[src/rtl/sram_weight_reader_if.sv]
// Output beat stream of the SRAM weight reader: one 64-bit beat per transfer.
// A beat moves on any clock edge where out_valid and out_ready are both high.
interface sram_weight_reader_if;
    logic        out_valid;
    logic        out_ready;
    logic [63:0] out_data;
    logic [1:0]  out_keep;
    logic        out_last;

    modport master (output out_valid, out_data, out_keep, out_last, input out_ready);
    modport slave  (input out_valid, out_data, out_keep, out_last, output out_ready);
endinterface

[src/rtl/sram_weight_reader.sv]
// Bursts 32-bit weight words out of a dual-port SRAM two at a time into a small
// output FIFO, issuing reads only when buffer space is guaranteed for the return.
module sram_weight_reader #(
    parameter int FIFO_DEPTH = 4
) (
    input  logic        clk,
    input  logic        rst_n,
    input  logic        start,
    input  logic [15:0] base_addr,
    input  logic [14:0] length,
    output logic        busy,
    output logic        done,
    output logic        sram_cen,
    output logic [3:0]  sram_wea0,
    output logic [3:0]  sram_wea1,
    output logic [15:0] sram_addr0,
    output logic [15:0] sram_addr1,
    output logic [31:0] sram_wdata0,
    output logic [31:0] sram_wdata1,
    input  logic [31:0] sram_rdata0,
    input  logic [31:0] sram_rdata1,
    sram_weight_reader_if.master stream
);
    localparam int PTR_W = $clog2(FIFO_DEPTH);
    localparam int CNT_W = PTR_W + 1;
    localparam logic [CNT_W:0] DEPTH_C = (CNT_W + 1)'(FIFO_DEPTH);

    typedef enum logic [1:0] {IDLE, RUN, DRAIN} state_t;

    state_t state, state_next;

    logic [13:0] next_addr;
    logic [13:0] beats_rem;
    logic        odd_tail;
    logic        issue, load, done_next;

    logic        vld_p0, last_p0;
    logic [1:0]  keep_p0;
    logic        vld_p1, last_p1;
    logic [1:0]  keep_p1;

    logic [66:0]      fifo_mem [FIFO_DEPTH];
    logic [PTR_W-1:0] wr_ptr, rd_ptr;
    logic [CNT_W-1:0] fifo_count;
    logic [CNT_W:0]   credit_used;
    logic [66:0]      head;
    logic             push, pop;
    logic             unused_base_hi;

    assign unused_base_hi = ^base_addr[15:14];

    assign busy        = (state != IDLE);
    assign sram_wea0   = 4'b0000;
    assign sram_wea1   = 4'b0000;
    assign sram_wdata0 = 32'h0;
    assign sram_wdata1 = 32'h0;

    // Space already promised: buffered beats plus reads still in the SRAM pipe.
    assign credit_used = {1'b0, fifo_count}
                       + {{CNT_W{1'b0}}, vld_p0}
                       + {{CNT_W{1'b0}}, vld_p1};

    assign head             = fifo_mem[rd_ptr];
    assign stream.out_valid = (fifo_count != '0);
    assign stream.out_data  = stream.out_valid ? head[63:0]  : 64'h0;
    assign stream.out_keep  = stream.out_valid ? head[65:64] : 2'b00;
    assign stream.out_last  = stream.out_valid ? head[66]    : 1'b0;
    assign pop              = stream.out_valid & stream.out_ready;
    assign push             = vld_p1;

    always_comb begin
        state_next = state;
        issue      = 1'b0;
        load       = 1'b0;
        done_next  = 1'b0;
        unique case (state)
            IDLE: begin
                if (start) begin
                    if (length == 15'd0) begin
                        done_next = 1'b1;
                    end else begin
                        load       = 1'b1;
                        state_next = RUN;
                    end
                end
            end
            RUN: begin
                if (credit_used < DEPTH_C) begin
                    issue = 1'b1;
                    if (beats_rem == 14'd1) state_next = DRAIN;
                end
            end
            DRAIN: begin
                if (pop && head[66]) begin
                    state_next = IDLE;
                    done_next  = 1'b1;
                end
            end
            default: state_next = IDLE;
        endcase
    end

    always_ff @(posedge clk) begin
        if (!rst_n) state <= IDLE;
        else        state <= state_next;
    end

    always_ff @(posedge clk) begin
        if (!rst_n) begin
            done       <= 1'b0;
            sram_cen   <= 1'b1;
            sram_addr0 <= 16'h0;
            sram_addr1 <= 16'h0;
            next_addr  <= 14'h0;
            beats_rem  <= 14'h0;
            odd_tail   <= 1'b0;
            vld_p0     <= 1'b0;
            last_p0    <= 1'b0;
            keep_p0    <= 2'b00;
            vld_p1     <= 1'b0;
            last_p1    <= 1'b0;
            keep_p1    <= 2'b00;
            wr_ptr     <= '0;
            rd_ptr     <= '0;
            fifo_count <= '0;
        end else begin
            done     <= done_next;
            sram_cen <= ~issue;
            if (load) begin
                next_addr <= base_addr[13:0];
                beats_rem <= length[14:1] + {13'h0, length[0]};
                odd_tail  <= length[0];
            end
            // p0: issue cycle, addresses presented to the SRAM
            vld_p0 <= issue;
            if (issue) begin
                sram_addr0 <= {2'b00, next_addr};
                sram_addr1 <= {2'b00, next_addr + 14'd1};
                next_addr  <= next_addr + 14'd2;
                beats_rem  <= beats_rem - 14'd1;
                last_p0    <= (beats_rem == 14'd1);
                keep_p0    <= ((beats_rem == 14'd1) && odd_tail) ? 2'b01 : 2'b11;
            end
            // p1: SRAM returns data, captured into the FIFO at the end of this cycle
            vld_p1  <= vld_p0;
            last_p1 <= last_p0;
            keep_p1 <= keep_p0;
            if (push) wr_ptr <= wr_ptr + PTR_W'(1);
            if (pop)  rd_ptr <= rd_ptr + PTR_W'(1);
            case ({push, pop})
                2'b10:   fifo_count <= fifo_count + CNT_W'(1);
                2'b01:   fifo_count <= fifo_count - CNT_W'(1);
                default: fifo_count <= fifo_count;
            endcase
        end
    end

    always_ff @(posedge clk) begin
        if (push) begin
            fifo_mem[wr_ptr] <= {last_p1, keep_p1,
                                 keep_p1[1] ? sram_rdata1 : 32'h0, sram_rdata0};
        end
    end
endmodule

[src/flat_wrapper.sv]
// flat-port wrapper written by rule: the top's interface ports become plain ports
module sram_weight_reader_flat 
#(
    parameter int FIFO_DEPTH = 4
)
  (clk, rst_n, start, base_addr, length, busy, done, sram_cen, sram_wea0, sram_wea1, sram_addr0, sram_addr1, sram_wdata0, sram_wdata1, sram_rdata0, sram_rdata1, stream_out_valid, stream_out_data, stream_out_keep, stream_out_last, stream_out_ready);
  sram_weight_reader_if stream_i ();
  input  logic clk;
  input  logic rst_n;
  input  logic start;
  input  logic [15:0] base_addr;
  input  logic [14:0] length;
  output logic busy;
  output logic done;
  output logic sram_cen;
  output logic [3:0] sram_wea0;
  output logic [3:0] sram_wea1;
  output logic [15:0] sram_addr0;
  output logic [15:0] sram_addr1;
  output logic [31:0] sram_wdata0;
  output logic [31:0] sram_wdata1;
  input  logic [31:0] sram_rdata0;
  input  logic [31:0] sram_rdata1;
  output wire logic [$bits(stream_i.out_valid)-1:0] stream_out_valid;
  output wire logic [$bits(stream_i.out_data)-1:0] stream_out_data;
  output wire logic [$bits(stream_i.out_keep)-1:0] stream_out_keep;
  output wire logic [$bits(stream_i.out_last)-1:0] stream_out_last;
  input wire logic [$bits(stream_i.out_ready)-1:0] stream_out_ready;
  assign stream_out_valid = stream_i.out_valid;
  assign stream_out_data = stream_i.out_data;
  assign stream_out_keep = stream_i.out_keep;
  assign stream_out_last = stream_i.out_last;
  assign stream_i.out_ready = stream_out_ready;
  sram_weight_reader #(.FIFO_DEPTH(FIFO_DEPTH)) u_core (.clk(clk), .rst_n(rst_n), .start(start), .base_addr(base_addr), .length(length), .busy(busy), .done(done), .sram_cen(sram_cen), .sram_wea0(sram_wea0), .sram_wea1(sram_wea1), .sram_addr0(sram_addr0), .sram_addr1(sram_addr1), .sram_wdata0(sram_wdata0), .sram_wdata1(sram_wdata1), .sram_rdata0(sram_rdata0), .sram_rdata1(sram_rdata1), .stream(stream_i));
endmodule
[config.mk]
export PLATFORM = sky130hd
export DESIGN_NAME = sram_weight_reader_flat
export DESIGN_NICKNAME = d
export VERILOG_FILES = /design/src/rtl/sram_weight_reader_if.sv /design/src/rtl/sram_weight_reader.sv /design/src/flat_wrapper.sv
export SDC_FILE = /design/constraint.sdc
export NUM_CORES = 1
export LEC_CHECK = 0
export CORE_ASPECT_RATIO = 1.2
export CORE_MARGIN = 2
export CORE_UTILIZATION = 56
export DETAILED_ROUTE_END_ITERATION = 10
export PLACE_DENSITY = 0.85
export SLEW_MARGIN = 20
export SYNTH_ARGS = -nofsm -noshare
export SYNTH_HDL_FRONTEND = slang
export SYNTH_SLANG_ARGS = --single-unit
[constraint.sdc]
create_clock -name clk -period 5.5 [get_ports clk]
set_input_delay 0.55 -clock clk [delete_from_list [all_inputs] [get_ports clk]]
set_output_delay 0.55 -clock clk [all_outputs]
set_load 0.01 [all_outputs]
==> metrics <==
outcome=finished, final reports clean; clock share of power=35.3%; post-detailed-route count of antenna-violating nets=0; Synth Area per Inst=between 10 and 15 um2; hold buffers post-CTS=0; TritonCTS Buffers=34; Crit. End Element=output port; endpoints failing hold=0; max cap viols=0; Synth top area share=54.9%; switching power=1.46 mW; EDFF count, synth=268; CTS H-tree depth=2; PnR worst setup slack=1830 ps; Slew @ Worst Pin=1060 ps; Detailed Place HPWL=17.7 mm; Crit Path Max Fanout=39; Max IR drop VDD=0.239 mV; I/O pin cnt=274; dpl ws=2250 ps; FP Rows=64; Cell Pwr Density=~350 nW/um2; DRT iter0 DRCs=515; Logic pwr share=16.0%; main area contributors after synthesis=edfxtp_1 55%, dfxtp_1 11%, mux4_2 10%, and2_1 4.7%, buf_4 3.9%; Arrival @ worst endpoint=3120 ps; reg2reg path depth=7; register bit total from synthesis=346; mean routed wirelength per cell=19.3 um; hold-critical path depth=2; Cells after Synth=999; Yosys cell types=between 50 and 60; Worst slew margin=29.2%; initial core utilization=57.2%; DRC=0; initial antenna violation count=1; # port buffers=195; Synth area leader=edfxtp_1; asr flop ratio synth=0%; setup tns final=0 ps; CP Class=register to output port; WL final=between 20 and 30 mm; CTS tree=yes; most frequent cells in the layout=268 x edfxtp_1, 195 x clkdlybuf4s50_1, 105 x and2_1, 76 x conb_1, 76 x dfxtp_1; Syn. warnings=0; Diodes inserted=0; post-CTS sizing=0; largest net degree at the start of global routing=68; Clock Skews=approximately 15 ps; Cell Int Power=4.63 mW; first-pass GRT wire length=45.3 mm; GRT Util Overall=21.2%; post-route minimum period=about 3700 ps; Worst setup SP type=register; Top FF cell, synth=edfxtp_1; Sink Count=between 300 and 400; Via-to-Cell Ratio=5.59; Worst-path clk slew=60 ps; Final setup viols=0; Clock Path Buffers=3; Die X=approximately 150 um; synthesized area=14700 um2; area growth from synthesis to layout=20.2%; total gr overflow=0; die height=181 um; fin nets=1294; unrepaired setup endpoints after global routing=false; leakage=5.88 nW; CP Data Required Time=4950 ps; Root Driver=clkbuf_16; post-CTS setup buffers=0; vias in the first global route=8494; Seq/Total Area, Yosys=roughly two thirds; fraction of layout cells with a size suffix above 1=11.6%; Seq pwr share=between 40% and 50%; drt pass-1 iters=5; fmax=between 200 and 300 MHz; most common cell after layout, fill and taps aside=edfxtp_1; fin crit share=about two thirds; worst-skew pair later-pin latency=490 ps; Final Slew Violations=0; core region area=25600 um2; routability cong.=0.845; die area=approximately 27000 um2; class of the worst hold path=register to register; switching share of total power=24.0%; vias=8573; Fill cells=1759
[critical path: stages (launching register included)]
cell,delay (ps)
dfxtp_4,880
buf_4,480
mux4_2,560
and2_1,180
clkdlybuf4s50_1,510
[through the flow]
stage | power [mW] | instance area [um2] | utilization, % | cells | hold WS [ps]
final | 6.09 | 17600 | 68.7 | 1535 | 451
after detailed placement | 4.00 | 16600 | 64.7 | 1475 | 445
after global placement | 3.98 | 16600 | 64.7 | 1475 | 435
after floorplan | 3.57 | 14900 | - | 1074 | 414
after global routing | 6.33 | 17600 | 68.7 | 1535 | 476
after CTS | 6.15 | 17600 | 68.7 | 1535 | 454
[power by group through the flow]
| stage | clock [mW] | sequential [mW] | combinational [mW] |
|---|---|---|---|
| finish | 2.15 | 2.97 | 0.973 |
| CTS | 2.20 | 2.97 | 0.979 |
| floorplan | 0 | 2.97 | 0.599 |
| global route | 2.30 | 2.98 | 1.05 |
| detailed placement | 0 | 3.02 | 0.973 |
| global placement | 0 | 3.02 | 0.961 |
[flip-flops by register name, indices dropped and copies added (netlist names), 2 cells and up, named ones only]
| register | flops |
|---|---|
| u_core.wr_ptr | 2 |
| u_core.beats_rem | 14 |
| u_core.next_addr | 14 |
| u_core.keep_p1 | 2 |
| u_core.sram_addr0 | 14 |
| u_core.state | 2 |
| u_core.keep_p0 | 2 |
| u_core.rd_ptr | 2 |
| u_core.sram_addr1 | 14 |
| u_core.fifo_mem | 268 |
| u_core.fifo_count | 3 |
[synth_stat cells (all sizes together) (13+ instances only)]
| library cell | count |
|---|---|
| a21oi | 38 |
| and2 | 110 |
| buf | 96 |
| clkbuf | 35 |
| dfxtp | 78 |
| edfxtp | 268 |
| ha | 13 |
| inv | 19 |
| mux4 | 67 |
| nand2 | 63 |
| nand3 | 24 |
| nor2 | 28 |
| o21ai | 19 |
| xnor2 | 15 |
| xor2 | 14 |
[logic make-up (layout without fill, tap and decap cells)]
logic type,after synthesis,in the layout,synth area share (%)
compound gates,111,111,4.73
xor+xnor,29,29,1.73
fa+ha+maj,14,14,1.25
buf+inv,150,281,5.94
flops,346,346,65.6
mux,68,68,10.4
other cells,1,76,0.0256
simple gates,280,280,10.4
[area by class of cell]
class	instances	area, um2	share of cell area [%]
multi-input combinational	578	4480	25.4
clock buffer	43	906	5.14
sequential	346	9620	54.6
tap	330	413	2.34
inverter	19	71.3	0.405
timing repair buffer	202	2000	11.4
clock inverter	17	124	0.703
[worst paths after layout]
| check | startpoint | to | slack (ps) |
|---|---|---|---|
| setup / recovery | register | stream_out_data[2] | 1830 |
| hold / removal | u_core.last_p0$_SDFFE_PN0P_ | u_core.last_p0$_SDFFE_PN0P_ | 450 |
| setup reg to reg | u_core.push$_SDFF_PN0_ | u_core.beats_rem[13]$_SDFFE_PN0P_ | 2810 |
| hold reg to reg | u_core.last_p0$_SDFFE_PN0P_ | u_core.last_p0$_SDFFE_PN0P_ | 450 |
[metal layers]
metal  GRT usage (%)  vias up  share of wire (%)
met3            5.20       50                8.3
met2            35.9      346                 50
li1                -     3950                  -
met5               0        -              0.044
met1            27.4     4225                 39
met4            5.33        2                1.9
(Power assumes the default switching activity.)
